==> src/rtl/uart_pkg.sv <==
// Shared types and helpers for the UART frame identity filter.
package uart_pkg;

    // Frame parser states: M = matched frame, S = skipped frame.
    typedef enum logic [2:0] {
        StIdle,
        StLenM,
        StLenS,
        StPayM,
        StPayS
    } state_e;

    // Ceiling log2; returns 0 for n <= 1.
    function automatic int unsigned clog2(input int unsigned n);
        int unsigned r;
        r = 0;
        while ((64'd1 << r) < 64'(n)) begin
            r = r + 1;
        end
        return r;
    endfunction

endpackage

==> src/rtl/uart_id_filter_if.sv <==
// Byte stream in, filtered payload and frame status out.
interface uart_id_filter_if
    import uart_pkg::*;
#(
    parameter int unsigned DATA_W  = 8,
    parameter int unsigned NUM_IDS = 4
) ();
    localparam int unsigned IDX_W = (NUM_IDS > 1) ? clog2(NUM_IDS) : 1;

    logic [DATA_W-1:0] rx_data;
    logic              rx_valid;
    logic              flag;
    logic              bcast;
    logic [IDX_W-1:0]  match_idx;
    logic [DATA_W-1:0] out_data;
    logic              out_valid;
    logic              frame_done;
    logic              frame_abort;

    // master: the byte source / status consumer
    modport master (
        output rx_data, rx_valid,
        input  flag, bcast, match_idx, out_data, out_valid, frame_done, frame_abort
    );

    // slave: the filter itself
    modport slave (
        input  rx_data, rx_valid,
        output flag, bcast, match_idx, out_data, out_valid, frame_done, frame_abort
    );
endinterface

==> src/rtl/uart_id_match.sv <==
// Combinational priority matcher: broadcast first, then lowest enabled table entry.
module uart_id_match
    import uart_pkg::*;
#(
    parameter int unsigned       DATA_W   = 8,
    parameter int unsigned       NUM_IDS  = 4,
    parameter logic [DATA_W-1:0] BCAST_ID = 8'hFF,
    localparam int unsigned      IDX_W    = (NUM_IDS > 1) ? clog2(NUM_IDS) : 1
) (
    input  logic [NUM_IDS*DATA_W-1:0] i_id_table,
    input  logic [NUM_IDS-1:0]        i_id_en,
    input  logic [DATA_W-1:0]         i_byte,
    output logic                      o_hit,
    output logic                      o_bcast,
    output logic [IDX_W-1:0]          o_idx
);

    // Scan from the top down so the lowest matching index is the last written.
    always_comb begin
        o_hit   = 1'b0;
        o_bcast = 1'b0;
        o_idx   = '0;
        if (i_byte == BCAST_ID) begin
            o_hit   = 1'b1;
            o_bcast = 1'b1;
        end else begin
            for (int i = NUM_IDS - 1; i >= 0; i--) begin
                if (i_id_en[i] && (i_id_table[i*DATA_W +: DATA_W] == i_byte)) begin
                    o_hit = 1'b1;
                    o_idx = IDX_W'(i);
                end
            end
        end
    end

endmodule

==> src/rtl/uart_id_filter.sv <==
// Frame parser [ID][LEN][payload]: forwards payload of matching frames, aborts on idle timeout.
module uart_id_filter
    import uart_pkg::*;
#(
    parameter int unsigned       DATA_W      = 8,
    parameter int unsigned       NUM_IDS     = 4,
    parameter logic [DATA_W-1:0] BCAST_ID    = 8'hFF,
    parameter int unsigned       TIMEOUT_CYC = 1000
) (
    input  logic                      clk,
    input  logic                      reset_n,
    input  logic [NUM_IDS*DATA_W-1:0] id_table,
    input  logic [NUM_IDS-1:0]        id_en,
    uart_id_filter_if.slave           bus
);

    localparam int unsigned      IDX_W    = (NUM_IDS > 1) ? clog2(NUM_IDS) : 1;
    localparam int unsigned      CNT_W    = clog2(TIMEOUT_CYC + 1);
    localparam logic [CNT_W-1:0] CNT_LAST = CNT_W'(TIMEOUT_CYC - 1);
    localparam logic [CNT_W-1:0] CNT_MAX  = CNT_W'(TIMEOUT_CYC);

    state_e             r_state, w_state_d;
    logic [DATA_W-1:0]  r_remaining, w_remaining_d;
    logic [CNT_W-1:0]   r_cnt, w_cnt_d;
    logic               r_flag, w_flag_d;
    logic               r_bcast, w_bcast_d;
    logic [IDX_W-1:0]   r_idx, w_idx_d;
    logic [DATA_W-1:0]  r_out_data, w_out_data_d;
    logic               r_out_valid, w_out_valid_d;
    logic               r_done, w_done_d;
    logic               r_abort, w_abort_d;

    logic               w_m_hit;
    logic               w_m_bcast;
    logic [IDX_W-1:0]   w_m_idx;

    uart_id_match #(
        .DATA_W  (DATA_W),
        .NUM_IDS (NUM_IDS),
        .BCAST_ID(BCAST_ID)
    ) u_match (
        .i_id_table(id_table),
        .i_id_en   (id_en),
        .i_byte    (bus.rx_data),
        .o_hit     (w_m_hit),
        .o_bcast   (w_m_bcast),
        .o_idx     (w_m_idx)
    );

    // Next-state, counters and registered-output next values.
    always_comb begin
        w_state_d     = r_state;
        w_remaining_d = r_remaining;
        w_cnt_d       = r_cnt;
        w_flag_d      = r_flag;
        w_bcast_d     = r_bcast;
        w_idx_d       = r_idx;
        w_out_data_d  = r_out_data;
        w_out_valid_d = 1'b0;
        w_done_d      = 1'b0;
        w_abort_d     = 1'b0;

        if (r_state == StIdle) begin
            w_cnt_d = '0;
            if (bus.rx_valid) begin
                if (w_m_hit) begin
                    w_bcast_d = w_m_bcast;
                    w_idx_d   = w_m_idx;
                    w_state_d = StLenM;
                end else begin
                    w_state_d = StLenS;
                end
            end
        end else if (bus.rx_valid) begin
            // A byte arriving on the expiry cycle wins over the timeout.
            w_cnt_d = '0;
            case (r_state)
                StLenM: begin
                    w_remaining_d = bus.rx_data;
                    if (bus.rx_data == '0) begin
                        w_done_d  = 1'b1;
                        w_bcast_d = 1'b0;
                        w_state_d = StIdle;
                    end else begin
                        w_flag_d  = 1'b1;
                        w_state_d = StPayM;
                    end
                end
                StLenS: begin
                    w_remaining_d = bus.rx_data;
                    w_state_d     = (bus.rx_data == '0) ? StIdle : StPayS;
                end
                StPayM: begin
                    w_out_data_d  = bus.rx_data;
                    w_out_valid_d = 1'b1;
                    w_remaining_d = r_remaining - 1'b1;
                    if (r_remaining == DATA_W'(1)) begin
                        w_done_d  = 1'b1;
                        w_flag_d  = 1'b0;
                        w_bcast_d = 1'b0;
                        w_state_d = StIdle;
                    end
                end
                StPayS: begin
                    w_remaining_d = r_remaining - 1'b1;
                    if (r_remaining == DATA_W'(1)) begin
                        w_state_d = StIdle;
                    end
                end
                default: w_state_d = StIdle;
            endcase
        end else if (r_cnt == CNT_LAST) begin
            w_abort_d = 1'b1;
            w_flag_d  = 1'b0;
            w_bcast_d = 1'b0;
            w_idx_d   = '0;
            w_cnt_d   = '0;
            w_state_d = StIdle;
        end else if (r_cnt != CNT_MAX) begin
            w_cnt_d = r_cnt + 1'b1;
        end
    end

    // State and output registers.
    always_ff @(posedge clk or negedge reset_n) begin
        if (!reset_n) begin
            r_state     <= StIdle;
            r_remaining <= '0;
            r_cnt       <= '0;
            r_flag      <= 1'b0;
            r_bcast     <= 1'b0;
            r_idx       <= '0;
            r_out_data  <= '0;
            r_out_valid <= 1'b0;
            r_done      <= 1'b0;
            r_abort     <= 1'b0;
        end else begin
            r_state     <= w_state_d;
            r_remaining <= w_remaining_d;
            r_cnt       <= w_cnt_d;
            r_flag      <= w_flag_d;
            r_bcast     <= w_bcast_d;
            r_idx       <= w_idx_d;
            r_out_data  <= w_out_data_d;
            r_out_valid <= w_out_valid_d;
            r_done      <= w_done_d;
            r_abort     <= w_abort_d;
        end
    end

    assign bus.flag        = r_flag;
    assign bus.bcast       = r_bcast;
    assign bus.match_idx   = r_idx;
    assign bus.out_data    = r_out_data;
    assign bus.out_valid   = r_out_valid;
    assign bus.frame_done  = r_done;
    assign bus.frame_abort = r_abort;

endmodule

==> src/flat_wrapper.sv <==
// flat-port wrapper written by rule: the top's interface ports become plain ports
module uart_id_filter_flat import uart_pkg::*;
#(
    parameter int unsigned       DATA_W      = 8,
    parameter int unsigned       NUM_IDS     = 4,
    parameter logic [DATA_W-1:0] BCAST_ID    = 8'hFF,
    parameter int unsigned       TIMEOUT_CYC = 1000
)
  (clk, reset_n, id_table, id_en, bus_rx_data, bus_rx_valid, bus_flag, bus_bcast, bus_match_idx, bus_out_data, bus_out_valid, bus_frame_done, bus_frame_abort);
  uart_id_filter_if #(.DATA_W(DATA_W), .NUM_IDS(NUM_IDS)) bus_i ();
  input  logic clk;
  input  logic reset_n;
  input  logic [NUM_IDS*DATA_W-1:0] id_table;
  input  logic [NUM_IDS-1:0] id_en;
  input wire logic [$bits(bus_i.rx_data)-1:0] bus_rx_data;
  input wire logic [$bits(bus_i.rx_valid)-1:0] bus_rx_valid;
  output wire logic [$bits(bus_i.flag)-1:0] bus_flag;
  output wire logic [$bits(bus_i.bcast)-1:0] bus_bcast;
  output wire logic [$bits(bus_i.match_idx)-1:0] bus_match_idx;
  output wire logic [$bits(bus_i.out_data)-1:0] bus_out_data;
  output wire logic [$bits(bus_i.out_valid)-1:0] bus_out_valid;
  output wire logic [$bits(bus_i.frame_done)-1:0] bus_frame_done;
  output wire logic [$bits(bus_i.frame_abort)-1:0] bus_frame_abort;
  assign bus_i.rx_data = bus_rx_data;
  assign bus_i.rx_valid = bus_rx_valid;
  assign bus_flag = bus_i.flag;
  assign bus_bcast = bus_i.bcast;
  assign bus_match_idx = bus_i.match_idx;
  assign bus_out_data = bus_i.out_data;
  assign bus_out_valid = bus_i.out_valid;
  assign bus_frame_done = bus_i.frame_done;
  assign bus_frame_abort = bus_i.frame_abort;
  uart_id_filter #(.DATA_W(DATA_W), .NUM_IDS(NUM_IDS), .BCAST_ID(BCAST_ID), .TIMEOUT_CYC(TIMEOUT_CYC)) u_core (.clk(clk), .reset_n(reset_n), .id_table(id_table), .id_en(id_en), .bus(bus_i));
endmodule
==> config.mk <==
export PLATFORM = sky130hd
export DESIGN_NAME = uart_id_filter_flat
export DESIGN_NICKNAME = d
export VERILOG_FILES = /design/src/rtl/uart_pkg.sv /design/src/rtl/uart_id_filter_if.sv /design/src/rtl/uart_id_match.sv /design/src/rtl/uart_id_filter.sv /design/src/flat_wrapper.sv
export SDC_FILE = /design/constraint.sdc
export NUM_CORES = 1
export LEC_CHECK = 0
export CORE_AREA = 2 2 89 91
export DETAILED_ROUTE_END_ITERATION = 12
export DIE_AREA = 0 0 91 93
export PLACE_DENSITY = 0.57
export REMOVE_ABC_BUFFERS = 1
export SLEW_MARGIN = 0
export SYNTH_ARGS = -nofsm -noshare
export SYNTH_HDL_FRONTEND = slang
export SYNTH_SLANG_ARGS = --single-unit
==> constraint.sdc <==
create_clock -name clk -period 1.8 [get_ports clk]
set_input_delay 0.18 -clock clk [delete_from_list [all_inputs] [get_ports clk]]
set_output_delay 0.18 -clock clk [all_outputs]
set_load 0.02 [all_outputs]
==> summary.txt <==
Placement
  • Port-buffer cells: 61
  • Gp weighted congestion: 0.872
  • Number of cells after detailed placement: 462
  • Final HPWL from detailed placement: 4980 µm
  • Post-placement setup slack: -278 ps
  • DP Area: 3370 µm²

Synth
  • Portion of the post-synthesis area used by sequential elements: 38.6%
  • Ys Warns: 0
  • Most instantiated library cell after synthesis: sky130_fd_sc_hd__dfrtp_1
  • Netlist area before placement: 2330 µm²
  • Synth cell types: 44
  • Primary flip-flop cell chosen by synthesis mapping: sky130_fd_sc_hd__dfrtp_1
  • Largest area contributor in the synthesized netlist: sky130_fd_sc_hd__dfrtp_1
  • Top-area cell type share of the netlist area: 38.6%
  • Top cells by instance count after synthesis: 36 x sky130_fd_sc_hd__dfrtp_1, 32 x sky130_fd_sc_hd__xor2_1, 28 x sky130_fd_sc_hd__nor2_1
  • Leading post-synthesis cells by cell area: sky130_fd_sc_hd__dfrtp_1 39%, sky130_fd_sc_hd__xor2_1 12%, sky130_fd_sc_hd__nor2_1 4.5%
  • Average footprint of a synthesized cell: 8.71 µm²
  • Synthesized netlist cell count: 268
  • Yosys reg bits: 36
  • Synth async-reset ratio: 100%
  • Number of enable flip-flop cells after synthesis: 0

Detailed routing
  • Total wirelength of the detailed-routed design: 6570 µm
  • Via count: 2274
  • Number of design-rule violations left by the first detailed-router iteration: 82
  • Remaining number of nets flagged by the antenna check after routing: 0
  • Post-detailed-route via-to-cell ratio: 4.79
  • Avg WL per Cell: 13.8 µm
  • Count of TritonRoute iterations in the first routing pass: 4
  • Residual DRC: 0

Floorplan
  • Die H: 93 µm
  • Overall die area: 8460 µm²
  • I/O pin total: 62
  • Number of standard-cell rows in the floorplan: 32
  • Horiz. Die Dim: 91 µm
  • Starting Density: 31.0%
  • Core region area: 7530 µm²

Status
  • Result of the run: finished, final reports clean

GRT
  • Wire length of the first global-routing pass: 10500 µm
  • GR Layer Usage met1: 19.6%
  • Fraction of met2 tracks used by global routing: 25.9%
  • Total global routing track utilization: 15.4%
  • Most Used Layer, Global Route: met2
  • Via count of the first global-routing pass: 2223
  • Met3 Track Usage GR: 3.14%
  • Initial antenna violation count: 0
  • Total global routing overflow: 0
  • Maximum number of pins on one net before global-route repair: 37

Worst setup path
  • Critical Path Start Type: primary input
  • Critical path capture point type: flop
  • Reg-to-reg slack, setup: 10 ps
  • CP Max Fanout: 3
  • Launching point of the worst reg2reg path: u_core.r_cnt[8]
  • Crit path required time: 1980 ps
  • Register-to-Register Path Depth: 6
  • Capture instance of the worst register-to-register path: u_core.r_state[0]
  • Data arrival time of the worst path: 1970 ps
  • Worst Path Class, Setup: primary input to flop

Power
  • Total power draw: 0.00394 W
  • Worst VDD drop: 455 µV
  • Logic pwr share: 51.4%
  • Net switching share of the total power: 40.2%
  • Cell internal power dissipation: 0.00236 W
  • Reported leakage power: 1.59 nW
  • Psw: 0.00158 W
  • Proportion of power drawn by the clock network: 14.9%
  • Pwr Density: 1100 nW/µm²
  • Proportion of power drawn by flip-flops and latches: 33.7%

Timing
  • Setup-violating endpoint count in the final report: 0
  • Setup repair after global routing missed its margin: yes
  • Final worst-path cycle share: 99.9%
  • Final setup margin: 1.94 ps
  • Worst relative slew slack: 68.3%
  • Maximum clock skew at final layout: 11.4 ps
  • Min Hold Slack: 342 ps
  • Final hold violation count: 0
  • Worst Tran Pin Value: 475 ps
  • Crit path time final: 1800 ps
  • Max-slew violations: 0
  • Highest clock rate: 556 MHz

Final layout
  • Final layout net count: 423
  • Fraction of layout instances using a drive strength above 1: 22.5%
  • Number of diodes: 0
  • Fin area: 3580 µm²
  • Post-route non-filler standard cell count: 475
  • Filler Cells Inserted: 756
  • Layout area overhead: 53.3%

Hold path
  • Type of the tightest min-delay check: primary input to flop
  • Hold Crit Endpoint: u_core.bus.out_data[5]
  • Hold path start: bus_rx_data[5]
  • Worst hold stages: 3

CTS
  • Clock root buffer master: sky130_fd_sc_hd__clkbuf_8
  • Worst-skew pair later-pin latency: 290 ps
  • Buffer depth of the longest clock path: 2
  • Number of buffers created by CTS: 5
  • Number of clock sinks seen by CTS: 36
  • Max H-tree Level: 2
  • TritonCTS clock tree: built
  • Clock slew seen by the registers of the worst setup and hold paths: 80 ps

Flow run
  • Max-cap viol count: 0
-- cell usage in the layout, fill, tap and decap left out, types with 2 or more instances in the layout --
| master | Yosys | routed |
|---|---|---|
| sky130_fd_sc_hd__nand3_1 | 7 | 7 |
| sky130_fd_sc_hd__mux2_2 | 7 | 7 |
| sky130_fd_sc_hd__nor2_1 | 28 | 28 |
| sky130_fd_sc_hd__inv_1 | 13 | 13 |
| sky130_fd_sc_hd__dfrtp_1 | 36 | 35 |
| sky130_fd_sc_hd__clkdlybuf4s50_1 | 0 | 56 |
| sky130_fd_sc_hd__dlymetal6s2s_1 | 0 | 4 |
| sky130_fd_sc_hd__mux2i_1 | 2 | 2 |
| sky130_fd_sc_hd__clkbuf_8 | 0 | 5 |
| sky130_fd_sc_hd__nor3_1 | 10 | 10 |
| sky130_fd_sc_hd__a21oi_1 | 15 | 14 |
| sky130_fd_sc_hd__or3_1 | 4 | 4 |
| sky130_fd_sc_hd__nor4_1 | 6 | 6 |
| sky130_fd_sc_hd__nand4_1 | 8 | 8 |
| sky130_fd_sc_hd__nand2_1 | 22 | 21 |
| sky130_fd_sc_hd__clkinv_2 | 0 | 2 |
| sky130_fd_sc_hd__buf_4 | 0 | 47 |
| sky130_fd_sc_hd__o21ai_0 | 15 | 14 |
| sky130_fd_sc_hd__o22ai_1 | 3 | 3 |
| sky130_fd_sc_hd__a22oi_1 | 2 | 2 |
| sky130_fd_sc_hd__a31oi_1 | 2 | 2 |
| sky130_fd_sc_hd__xnor2_1 | 8 | 8 |
| sky130_fd_sc_hd__ha_1 | 4 | 3 |
| sky130_fd_sc_hd__buf_6 | 0 | 3 |
| sky130_fd_sc_hd__buf_12 | 0 | 2 |
| sky130_fd_sc_hd__or4_1 | 3 | 3 |
| sky130_fd_sc_hd__xor2_1 | 32 | 32 |
-- flip-flops by register name, indices dropped and copies added (netlist names) --
signal,count
u_core.r_cnt,10
u_core.bus.bcast,1
u_core.bus.out_data,8
u_core.bus.out_valid,1
u_core.bus.frame_done,1
u_core.r_state,3
u_core.bus.flag,1
u_core.bus.match_idx,2
u_core.r_remaining,8
u_core.bus.frame_abort,1
-- cell type report --
| type | count | area (µm²) | share of cell area (%) |
|---|---|---|---|
| clock inverters | 3 | 18.8 | 0.524 |
| multi-input cells | 202 | 1360 | 38.0 |
| flip-flops and latches | 36 | 902 | 25.2 |
| inverters | 13 | 48.8 | 1.36 |
| clock buffers | 5 | 68.8 | 1.92 |
| well taps | 102 | 128 | 3.57 |
| repair buffers | 114 | 1050 | 29.4 |
-- per-layer routing --
metal | wire, µm | vias up
li1 | - | 1136
met1 | 3060 | 1067
met2 | 3110 | 64
met3 | 276 | 7
met4 | 123 | 0
met5 | 0 | -
-- worst max-delay path, cell delays in order --
cell and delay, ps:
sky130_fd_sc_hd__clkdlybuf4s50_1 500, sky130_fd_sc_hd__or4_1 550, sky130_fd_sc_hd__nor2_1 210, sky130_fd_sc_hd__or3_1 190, sky130_fd_sc_hd__o31ai_1 100, sky130_fd_sc_hd__mux2i_1 160
sky130_fd_sc_hd__o21ai_1 80
-- kinds of logic after synthesis --
| logic type | after synthesis | synth area share [%] |
|---|---|---|
| buffers and inverters | 30 | 5.52 |
| xor gates and xnor gates | 40 | 15.0 |
| and+or+nand+nor | 100 | 22.0 |
| muxes | 9 | 4.23 |
| DFF | 36 | 38.6 |
| adders and majority gates | 4 | 2.14 |
| AOI/OAI and AO/OA | 49 | 12.5 |
-- worst max path at each step --
stage	from	end	cells past startpoint
after floorplan	u_core.r_state[1]	u_core.r_state[1]	6
after detailed placement	bus_rx_data[3]	u_core.r_state[1]	7
after global routing	u_core.r_cnt[1]	u_core.bus.bcast	7
final	bus_rx_data[2]	u_core.bus.bcast	7
after global placement	bus_rx_data[5]	u_core.bus.match_idx[0]	9
after CTS	u_core.r_cnt[8]	u_core.bus.match_idx[0]	6
-- power by group through the flow --
stage	Combinational [W]	Sequential (W)	Clock, W
floorplan	0.000853	0.00145	0
detailed placement	0.00193	0.00131	0
CTS	0.00194	0.00130	0.000609
global route	0.00222	0.00136	0.000644
finish	0.00203	0.00133	0.000587
global placement	0.00190	0.00132	0
-- timing repair --
action | in CTS | in global routing
setup buffers | 0 | 4
hold buffers | 1 | 0
gates resized for setup | 0 | 21
setup endpoints to repair | 0 | 8
endpoints found under the hold margin | 36 | 0
-- stage by stage --
step | util, % | TNS, ps
after floorplan | - | 0
after global placement | 44.8 | -1320
after detailed placement | 44.8 | -1490
after CTS | 46.1 | 0
after global routing | 47.6 | -388
final | 47.6 | 0
(Power assumes the default switching activity.)
